==> config.mk <==
export PLATFORM = sky130hd
export DESIGN_NAME = mem_arbiter
export DESIGN_NICKNAME = d
export VERILOG_FILES = /design/src/rtl/mem_arbiter_pkg.sv /design/src/rtl/arb_tag_fifo.sv /design/src/rtl/mem_arbiter.sv
export SDC_FILE = /design/constraint.sdc
export NUM_CORES = 1
export LEC_CHECK = 0
export CAP_MARGIN = 20
export CORE_AREA = 3 3 121 123
export DETAILED_ROUTE_END_ITERATION = 7
export DIE_AREA = 0 0 124 126
export DONT_BUFFER_PORTS = 1
export GPL_TIMING_DRIVEN = 0
export PLACE_DENSITY = 0.35
export SYNTH_ARGS = -nofsm -noshare
export SYNTH_HDL_FRONTEND = slang
export SYNTH_SLANG_ARGS = --single-unit
==> constraint.sdc <==
create_clock -name clk -period 7 [get_ports clk]
set_clock_uncertainty 0.15 [all_clocks]
set_input_delay 1.05 -clock clk [delete_from_list [all_inputs] [get_ports clk]]
set_output_delay 1.05 -clock clk [all_outputs]
set_load 0.01 [all_outputs]
==> src/rtl/mem_arbiter_pkg.sv <==
// Shared constants for the single-RAM memory arbiter: MMIO addresses,
// response tag encodings and requester-select encodings.
package mem_arbiter_pkg;

  // MMIO window: stores here are accepted but never reach the RAM
  localparam logic [31:0] MMIO_PUTC = 32'h8000_0000;
  localparam logic [31:0] MMIO_GETC = 32'h8000_0004;
  localparam logic [31:0] MMIO_EXIT = 32'h8000_0008;

  // Response tags held in the in-order tag FIFO
  localparam logic TAG_I = 1'b0;
  localparam logic TAG_D = 1'b1;

  // Which requester owns the RAM port this cycle
  typedef enum logic [1:0] {
    SEL_NONE  = 2'd0,
    SEL_FETCH = 2'd1,
    SEL_LOAD  = 2'd2,
    SEL_STORE = 2'd3
  } req_sel_e;

  function automatic logic is_mmio(input logic [31:0] addr);
    return (addr == MMIO_PUTC) || (addr == MMIO_GETC) || (addr == MMIO_EXIT);
  endfunction

endpackage

==> src/rtl/arb_tag_fifo.sv <==
// In-order 1-bit tag FIFO recording which requester each outstanding RAM
// read belongs to. Push and pop in the same cycle are allowed when full.
module arb_tag_fifo #(
  parameter int DEPTH = 2
) (
  input  logic clk,
  input  logic i_rst_n,
  input  logic i_push,
  input  logic i_push_tag,
  input  logic i_pop,
  output logic o_head,
  output logic o_empty,
  output logic o_full
);

  localparam int PTR_W = $clog2(DEPTH) + 1;
  localparam int AW    = (DEPTH > 1) ? $clog2(DEPTH) : 1;

  logic [(1<<AW)-1:0] r_tags;
  logic [PTR_W-1:0]   r_wptr;
  logic [PTR_W-1:0]   r_rptr;
  logic [PTR_W-1:0]   w_count;
  logic               w_do_push;
  logic               w_do_pop;

  // Occupancy flags come from the wrap-extended pointers
  always_comb begin
    w_count   = r_wptr - r_rptr;
    o_empty   = (r_wptr == r_rptr);
    o_full    = (w_count == PTR_W'(DEPTH));
    o_head    = r_tags[AW'(r_rptr)];
    w_do_pop  = i_pop && !o_empty;
    w_do_push = i_push && (!o_full || w_do_pop);
  end

  // Pointer and storage update; asynchronous clear drops all tags
  always_ff @(posedge clk or negedge i_rst_n) begin
    if (!i_rst_n) begin
      r_wptr <= '0;
      r_rptr <= '0;
      r_tags <= '0;
    end else begin
      if (w_do_push) begin
        r_tags[AW'(r_wptr)] <= i_push_tag;
        r_wptr              <= r_wptr + PTR_W'(1);
      end
      if (w_do_pop) begin
        r_rptr <= r_rptr + PTR_W'(1);
      end
    end
  end

endmodule

==> src/rtl/mem_arbiter.sv <==
// Shares one single-port RAM between instruction fetch, data load and data
// store. Store > load > fetch, except a fetch denied MAX_WAIT cycles in a row
// wins outright. Read responses are routed back in order through a tag FIFO;
// MMIO stores are accepted without touching the RAM.
//
// Handshake: a requester raises *_ready (request) and holds address/data;
// the arbiter answers with *_valid (accept) in the same cycle, combinationally.
// A request is consumed only in a cycle where both are high.
module mem_arbiter
  import mem_arbiter_pkg::*;
#(
  parameter int TAG_DEPTH = 2,
  parameter int MAX_WAIT  = 4
) (
  input  logic        clk,
  input  logic        resetb,
  input  logic        imem_ready,
  input  logic [31:0] imem_addr,
  output logic        imem_valid,
  output logic        imem_rresp,
  output logic [31:0] imem_rdata,
  input  logic        dmem_rready,
  input  logic [31:0] dmem_raddr,
  output logic        dmem_rvalid,
  output logic        dmem_rresp,
  output logic [31:0] dmem_rdata,
  input  logic        dmem_wready,
  input  logic [31:0] dmem_waddr,
  input  logic [31:0] dmem_wdata,
  input  logic [3:0]  dmem_wstrb,
  output logic        dmem_wvalid,
  output logic        mem_rready,
  output logic        mem_wready,
  output logic [31:0] mem_addr,
  output logic [31:0] mem_wdata,
  output logic [3:0]  mem_wstrb,
  input  logic        mem_rresp,
  input  logic [31:0] mem_rdata,
  output logic        arb_error
);

  localparam int WW = $clog2(MAX_WAIT + 1);

  logic [WW-1:0] r_wait_cnt;
  logic          r_arb_error;
  req_sel_e      w_sel;
  logic          w_slot_ok;
  logic          w_starved;
  logic          w_store_mmio;
  logic          w_full;
  logic          w_empty;
  logic          w_head;
  logic          w_push;
  logic          w_pop;

  // Port selection, strobes and response routing
  always_comb begin
    w_slot_ok    = !w_full || mem_rresp;
    w_starved    = (r_wait_cnt == WW'(MAX_WAIT));
    w_store_mmio = resetb && dmem_wready && is_mmio(dmem_waddr);

    w_sel = SEL_NONE;
    if (!resetb)                                       w_sel = SEL_NONE;
    else if (imem_ready && w_slot_ok && w_starved)     w_sel = SEL_FETCH;
    else if (dmem_wready && !is_mmio(dmem_waddr))      w_sel = SEL_STORE;
    else if (dmem_rready && w_slot_ok)                 w_sel = SEL_LOAD;
    else if (imem_ready && w_slot_ok)                  w_sel = SEL_FETCH;

    imem_valid  = (w_sel == SEL_FETCH);
    dmem_rvalid = (w_sel == SEL_LOAD);
    dmem_wvalid = (w_sel == SEL_STORE) || w_store_mmio;
    mem_rready  = imem_valid || dmem_rvalid;
    mem_wready  = (w_sel == SEL_STORE);

    // Idle cycles keep the fetch address on the bus
    mem_addr = imem_addr;
    if (!resetb)          mem_addr = '0;
    else if (mem_wready)  mem_addr = dmem_waddr;
    else if (dmem_rvalid) mem_addr = dmem_raddr;

    mem_wdata = mem_wready ? dmem_wdata : '0;
    mem_wstrb = mem_wready ? dmem_wstrb : '0;

    w_push     = mem_rready;
    w_pop      = resetb && mem_rresp && !w_empty;
    imem_rresp = w_pop && (w_head == TAG_I);
    dmem_rresp = w_pop && (w_head == TAG_D);
    imem_rdata = mem_rdata;
    dmem_rdata = mem_rdata;
    arb_error  = r_arb_error;
  end

  // Fetch starvation counter: counts consecutive denied fetch cycles
  always_ff @(posedge clk or negedge resetb) begin
    if (!resetb) begin
      r_wait_cnt <= '0;
    end else if (!imem_ready || imem_valid) begin
      r_wait_cnt <= '0;
    end else if (!w_starved) begin
      r_wait_cnt <= r_wait_cnt + WW'(1);
    end
  end

  // Sticky error on a RAM response with no outstanding read
  always_ff @(posedge clk or negedge resetb) begin
    if (!resetb) begin
      r_arb_error <= 1'b0;
    end else if (mem_rresp && w_empty) begin
      r_arb_error <= 1'b1;
    end
  end

  arb_tag_fifo #(
    .DEPTH(TAG_DEPTH)
  ) u_tag_fifo (
    .clk       (clk),
    .i_rst_n   (resetb),
    .i_push    (w_push),
    .i_push_tag(dmem_rvalid ? TAG_D : TAG_I),
    .i_pop     (w_pop),
    .o_head    (w_head),
    .o_empty   (w_empty),
    .o_full    (w_full)
  );

endmodule

Word-level counts from Yosys, hierarchy flattened. Index checks and enable logic that the tools add are counted.

Bits in registers: 10. Latch bits: 0. RAM bits: 0. Bits in read-only memories: 0. Bits of input ports: 170. Output and inout bits: 140. Logic and storage cells: 66. Memories: 0.

Add/sub/neg operators: 4. Multipliers: 0. Divide/modulo/power cells: 0. Order comparisons: 3. Equal/unequal tests: 10. Shift operators: 0. Mux-type cells: 18. Bitwise operators: 1. Reduce and logical (&&, ||, !) cells: 25.

Operator list (number): $mux W32 (4); $eq A32 B32 Y1 const B (3); $logic_and A1 B1 Y1 (14); $mux W2 (4); $logic_or A1 B1 Y1 (7); $eq A2 B2 Y1 const B (3); $mux W3 (2); $mux W1 (5); $add A2 B1 Y2 const B (2); $logic_not A1 Y1 (4); $lt A1 B2 Y1 const B (2); $mux W4 (1); $add A3 B1 Y3 const B (1); $eq A3 B3 Y1 const B (1); $bwmux W2 (1); $eq A2 B1 Y1 const B (1); $eq A2 B2 Y1 (1); $ne A2 B1 Y1 const B (1); $sub A2 B2 Y2 (1); $demux W1 S1 (1); $ge A1 B1 Y1 const B (1); $not A1 Y1 (1).

Depth between registers and ports, before layout.
Depth after elaboration: 14. Depth in mapped cells: 11. Depth with buffers taken out: 9.

Hierarchy. A second synthesis with hierarchy kept.

Cells, all modules: 332. Area, all modules: 2382.3 µm².

By module, submodules not included: mem_arbiter (times used 1, cells an instance 298, area an instance 2038.2 µm², sequential area each 100.1 µm²); arb_tag_fifo (times used 1, cells an instance 34, area an instance 344.1 µm², sequential area each 150.1 µm²).

Least setup slack after synthesis. Ideal clock, no wire load.

Path type: input -> output. From: input dmem_waddr[24]. To: output mem_addr[22]. Arrival time: 2.977 ns. Data required time: 5.800 ns. Slack: 2.823 ns. Cell stages on the path: 10. Buffers on the path: 2. Cell sequence: nor4b_1 nand4_1 o21a_1 o21ai_0 ha_1 buf_2 buf_2 mux2i_1 o21ai_0 and2_1.

Word-level cells in the longest chain between the ends: 12. Elaborated cells on any way between the ends: 15. Classes of those cells: eq/ne (5); mux (6); reduce/logical (4).

RTL lines: start, declared (RTL line mem_arbiter.sv:28) `input logic [31:0] dmem_waddr,`; $eq A32 B32 Y1 (RTL line mem_arbiter_pkg.sv:23) `return (addr == MMIO_PUTC) || (addr == MMIO_GETC) || (addr == MMIO_EXIT);`; $logic_or A1 B1 Y1 (RTL line mem_arbiter_pkg.sv:23); $logic_or A1 B1 Y1 * (RTL line mem_arbiter_pkg.sv:23); $logic_not A1 Y1 * (RTL line mem_arbiter.sv:65) `else if (dmem_wready && !is_mmio(dmem_waddr)) w_sel = SEL_STORE;`; $logic_and A1 B1 Y1 * (RTL line mem_arbiter.sv:65); $mux W2 * (RTL line mem_arbiter.sv:65); $mux W2 * (RTL line mem_arbiter.sv:64) `else if (imem_ready && w_slot_ok && w_starved) w_sel = SEL_FETCH;`; $mux W2 * (RTL line mem_arbiter.sv:63) `if (!resetb) w_sel = SEL_NONE;`; $eq A2 B2 Y1 * (RTL line mem_arbiter.sv:70) `dmem_rvalid = (w_sel == SEL_LOAD);`; net dmem_rvalid (RTL line mem_arbiter.sv:24) `output logic dmem_rvalid,`; $mux W32 * (RTL line mem_arbiter.sv:79) `else if (dmem_rvalid) mem_addr = dmem_raddr;`; $mux W32 * (RTL line mem_arbiter.sv:78) `else if (mem_wready) mem_addr = dmem_waddr;`; $mux W32 * (RTL line mem_arbiter.sv:77) `if (!resetb) mem_addr = '0;`; end, declared (RTL line mem_arbiter.sv:34) `output logic [31:0] mem_addr,`.

The timed path passes the listed nets; every way through them passes the cells marked *.

Worst setup path after layout.
From: input dmem_waddr[27]. To: output mem_addr[0].

Elaborated cells on any way between the ends: 15. Classes of those cells: eq/ne (5); mux (6); reduce/logical (4).

RTL lines: $eq A32 B32 Y1 (RTL line mem_arbiter_pkg.sv:23); $logic_or A1 B1 Y1 (RTL line mem_arbiter_pkg.sv:23); $logic_or A1 B1 Y1 * (RTL line mem_arbiter_pkg.sv:23); $logic_not A1 Y1 * (RTL line mem_arbiter.sv:65); $logic_and A1 B1 Y1 * (RTL line mem_arbiter.sv:65); $mux W2 * (RTL line mem_arbiter.sv:65); $mux W2 * (RTL line mem_arbiter.sv:64); $mux W2 * (RTL line mem_arbiter.sv:63); $eq A2 B2 Y1 * (RTL line mem_arbiter.sv:73) `mem_wready = (w_sel == SEL_STORE);`; net mem_wready (RTL line mem_arbiter.sv:33) `output logic mem_wready,`; $mux W32 * (RTL line mem_arbiter.sv:78); $mux W32 * (RTL line mem_arbiter.sv:77).

Marked as above.

==> results_dict.tcl <==
set metrics [dict create \
    initial_utilization_pct 16.6 \
    clk_pin_slew_ns 0.04 \
    rows 43 \
    r2r_slack_ns 4.30 \
    drtIter0Drc 58 \
    fin_nets 497 \
    syn-cell-area_um2 2280 \
    io_buffers 0 \
    criticalPathCategory "in -> out" \
    period_minus_slack_ns 4.95 \
    synthesis.nets 492 \
    globalRouteMet1Util_pct 11.6 \
    top_usage_layer "met2" \
    intPower_mw 0.282 \
    dp_hpwl_mm 8.02 \
    p_sw_mw 0.194 \
    ctsHoldBuffers 0 \
    drt_wl_total_mm 9.02 \
    yosys.cell_types.count 31 \
    layout_commonest_cell "and2_1" \
    dr.pass1.iters 4 \
    io_pins 310 \
    synth_top_area_share_pct 21.1 \
    worstMarginPinSlew_ns 0.567 \
    grt-ovfl-total 0 \
    worst_r2r_path_depth 8 \
    drc 0 \
    hold_viol 0 \
    antenna_found_initial 0 \
    cp_data_arrival_time_ns 3.75 \
    slew_viol_final 0 \
    worstSetupEndpoint "mem_addr[0]" \
    finalSetupViolCount 0 \
    root_buffer "clkbuf_16" \
    required_ns 5.80 \
    yosysSeqAreaShare_pct 11.0 \
    p_per_area_nw_per_um2 184 \
    finalNonFillerCells 501 \
    fillers 1547 \
    grt_pass1_vias 2019 \
    grt_pass1_wl_mm 11.6 \
    cp_max_fo 10 \
    post-place-cells 497 \
    cts_resized 0 \
    start_kind "primary input" \
    dp_slack_ns 1.96 \
    via_count 2130 \
    clockBufferDepth 2 \
    peakVddDrop_mv 0.161 \
    combPwrFrac_pct 56.3 \
    viasPerCell 4.25 \
    rsz0062_at_grt "false" \
    async_flop_share_pct 100 \
    grt_max_degree 21 \
    clkPwrFrac_pct 23.5 \
    fin_crit_sh_pct 70.7 \
    core_area_um2 13800 \
    cts_buffers 3 \
    gr-usage-met3_pct 1.89 \
    ant_nets 0 \
    netlist_instances 317 \
    syn_avg_cell_area_um2 7.19 \
    layout_common_cells "and2_1 (69), buf_4 (64), nand2_1 (37), o21ai_0 (34), mux2i_1 (33)" \
    min-delay-path-class "reg -> reg" \
    h-tree-depth 1 \
    timing.critical_path.from "dmem_waddr[27]" \
    die_y_um 126 \
    grt_usage_pct 9.71 \
    cts.sinks 10 \
    clock.fmax_mhz 202 \
    die_w_um 124 \
    clock_insertion_delay_worst_skew_ns 0.23 \
    swShare_pct 40.7 \
    place.gp.congestion 0.787 \
    ys.flop_type "dfrtp_1" \
    slew_headroom_pct 62.0 \
    synth-seq-cells 10 \
    regToRegStartpoint "u_tag_fifo.r_rptr[1]" \
    drive_above_1_share_pct 25.2 \
    cp-end-kind "output port" \
    syn_to_final_growth_pct 13.8 \
    setup_ws_ns 2.05 \
    die_area_um2 15600 \
    leakage_nw 1.04 \
    ys_warn_count 0 \
    outcome "complete, no violations" \
    synth_edf_count 0 \
    r2r_end "u_tag_fifo.r_tags[1]" \
    cts_tree "built" \
    avgRoutedWirePerCell_um 18.0 \
    yosysTopAreaCell "buf_4" \
    post_cts_buffers 0 \
    seqPwrFrac_pct 20.1 \
    antennaDiodeCount 0 \
    use_met2_pct 17.9 \
    cap_viol_max_count 0 \
    yosys-top-cells-area "buf_4 (21%), and2_1 (19%), mux2i_1 (14%), dfrtp_1 (11%), o21ai_0 (7.5%)" \
    setup-tns-final_ns 0 \
]
[worst min path at each step]
stage	cells past startpoint	start	end	slack (ns)
4_1_cts	1	u_tag_fifo.r_wptr[1]	u_tag_fifo.r_wptr[1]	0.35
5_1_grt	0	resetb	u_tag_fifo.r_rptr[0]	0.35
3_3_place_gp	1	u_tag_fifo.r_rptr[1]	u_tag_fifo.r_rptr[1]	0.33
6_report	1	u_tag_fifo.r_rptr[1]	u_tag_fifo.r_rptr[1]	0.35
2_1_floorplan	1	u_tag_fifo.r_rptr[1]	u_tag_fifo.r_rptr[1]	0.32
3_5_place_dp	1	u_tag_fifo.r_wptr[1]	u_tag_fifo.r_wptr[1]	0.34
[state kept, by name, indices dropped and copies added (netlist names)]
register,cells
r_wait_cnt,3
u_tag_fifo.r_tags,2
u_tag_fifo.r_rptr,2
u_tag_fifo.r_wptr,2
arb_error,1
[worst max-delay path, stage by stage]
cell      delay, ns
nor4_1         0.51
nand4_1        0.26
o21ai_0        0.34
a21oi_1        0.15
ha_1           0.29
clkbuf_1       0.31
clkbuf_1       0.33
nand2_1        0.19
o21ai_0        0.10
and2_1         0.21
[metal layers]
layer,vias to the layer above,part of all wire (%)
met5,-,0
met4,0,1.1
met3,6,9.3
met2,139,52
met1,993,37
li1,992,-
[power groups by stage]
stage	registers (mW)	clock network [mW]	logic [mW]
after detailed placement	0.0956	0	0.275
after CTS	0.0956	0.116	0.275
after global routing	0.0992	0.118	0.297
final	0.0959	0.112	0.268
after global placement	0.0958	0	0.273
after floorplan	0.0922	0	0.231
[Yosys cell counts (3+ instances only)]
cell type,number
buf_2,5
and2_1,69
nor4_1,6
ha_1,5
dfrtp_1,10
clkbuf_1,14
buf_4,64
nor2_1,5
a21oi_1,3
mux2i_1,33
o21ai_0,34
xnor2_1,7
nand2_1,37
[kinds of logic after synthesis]
| logic type | after synthesis | synth area share, % |
|---|---|---|
| buffers and inverters | 85 | 24.8 |
| adder cells (fa/ha/maj) | 5 | 2.74 |
| multiplexers | 35 | 15.8 |
| XOR/XNOR | 8 | 3.40 |
| AND/OR/NAND/NOR | 126 | 29.9 |
| flip-flops | 10 | 11.0 |
| AO/OA/AOI/OAI | 48 | 12.3 |
[stage by stage]
stage	power (mW)	utilization (%)	instance area, µm²	hold WS, ns
global route	0.514	18.8	2590	0.351
global placement	0.368	18.2	2500	0.335
finish	0.476	18.8	2590	0.351
CTS	0.486	18.8	2590	0.354
detailed placement	0.370	18.2	2500	0.337
floorplan	0.324	-	2280	0.316
[layout make-up]
class | instances | area, µm² | area share [%]
multi-input combinational | 222 | 1460 | 56.4
buffer | 83 | 558 | 21.5
sequential | 10 | 250 | 9.65
tap | 180 | 225 | 8.68
clock buffer | 4 | 88.8 | 3.42
inverter | 2 | 7.51 | 0.289
Power figures use the tool's default switching activity.
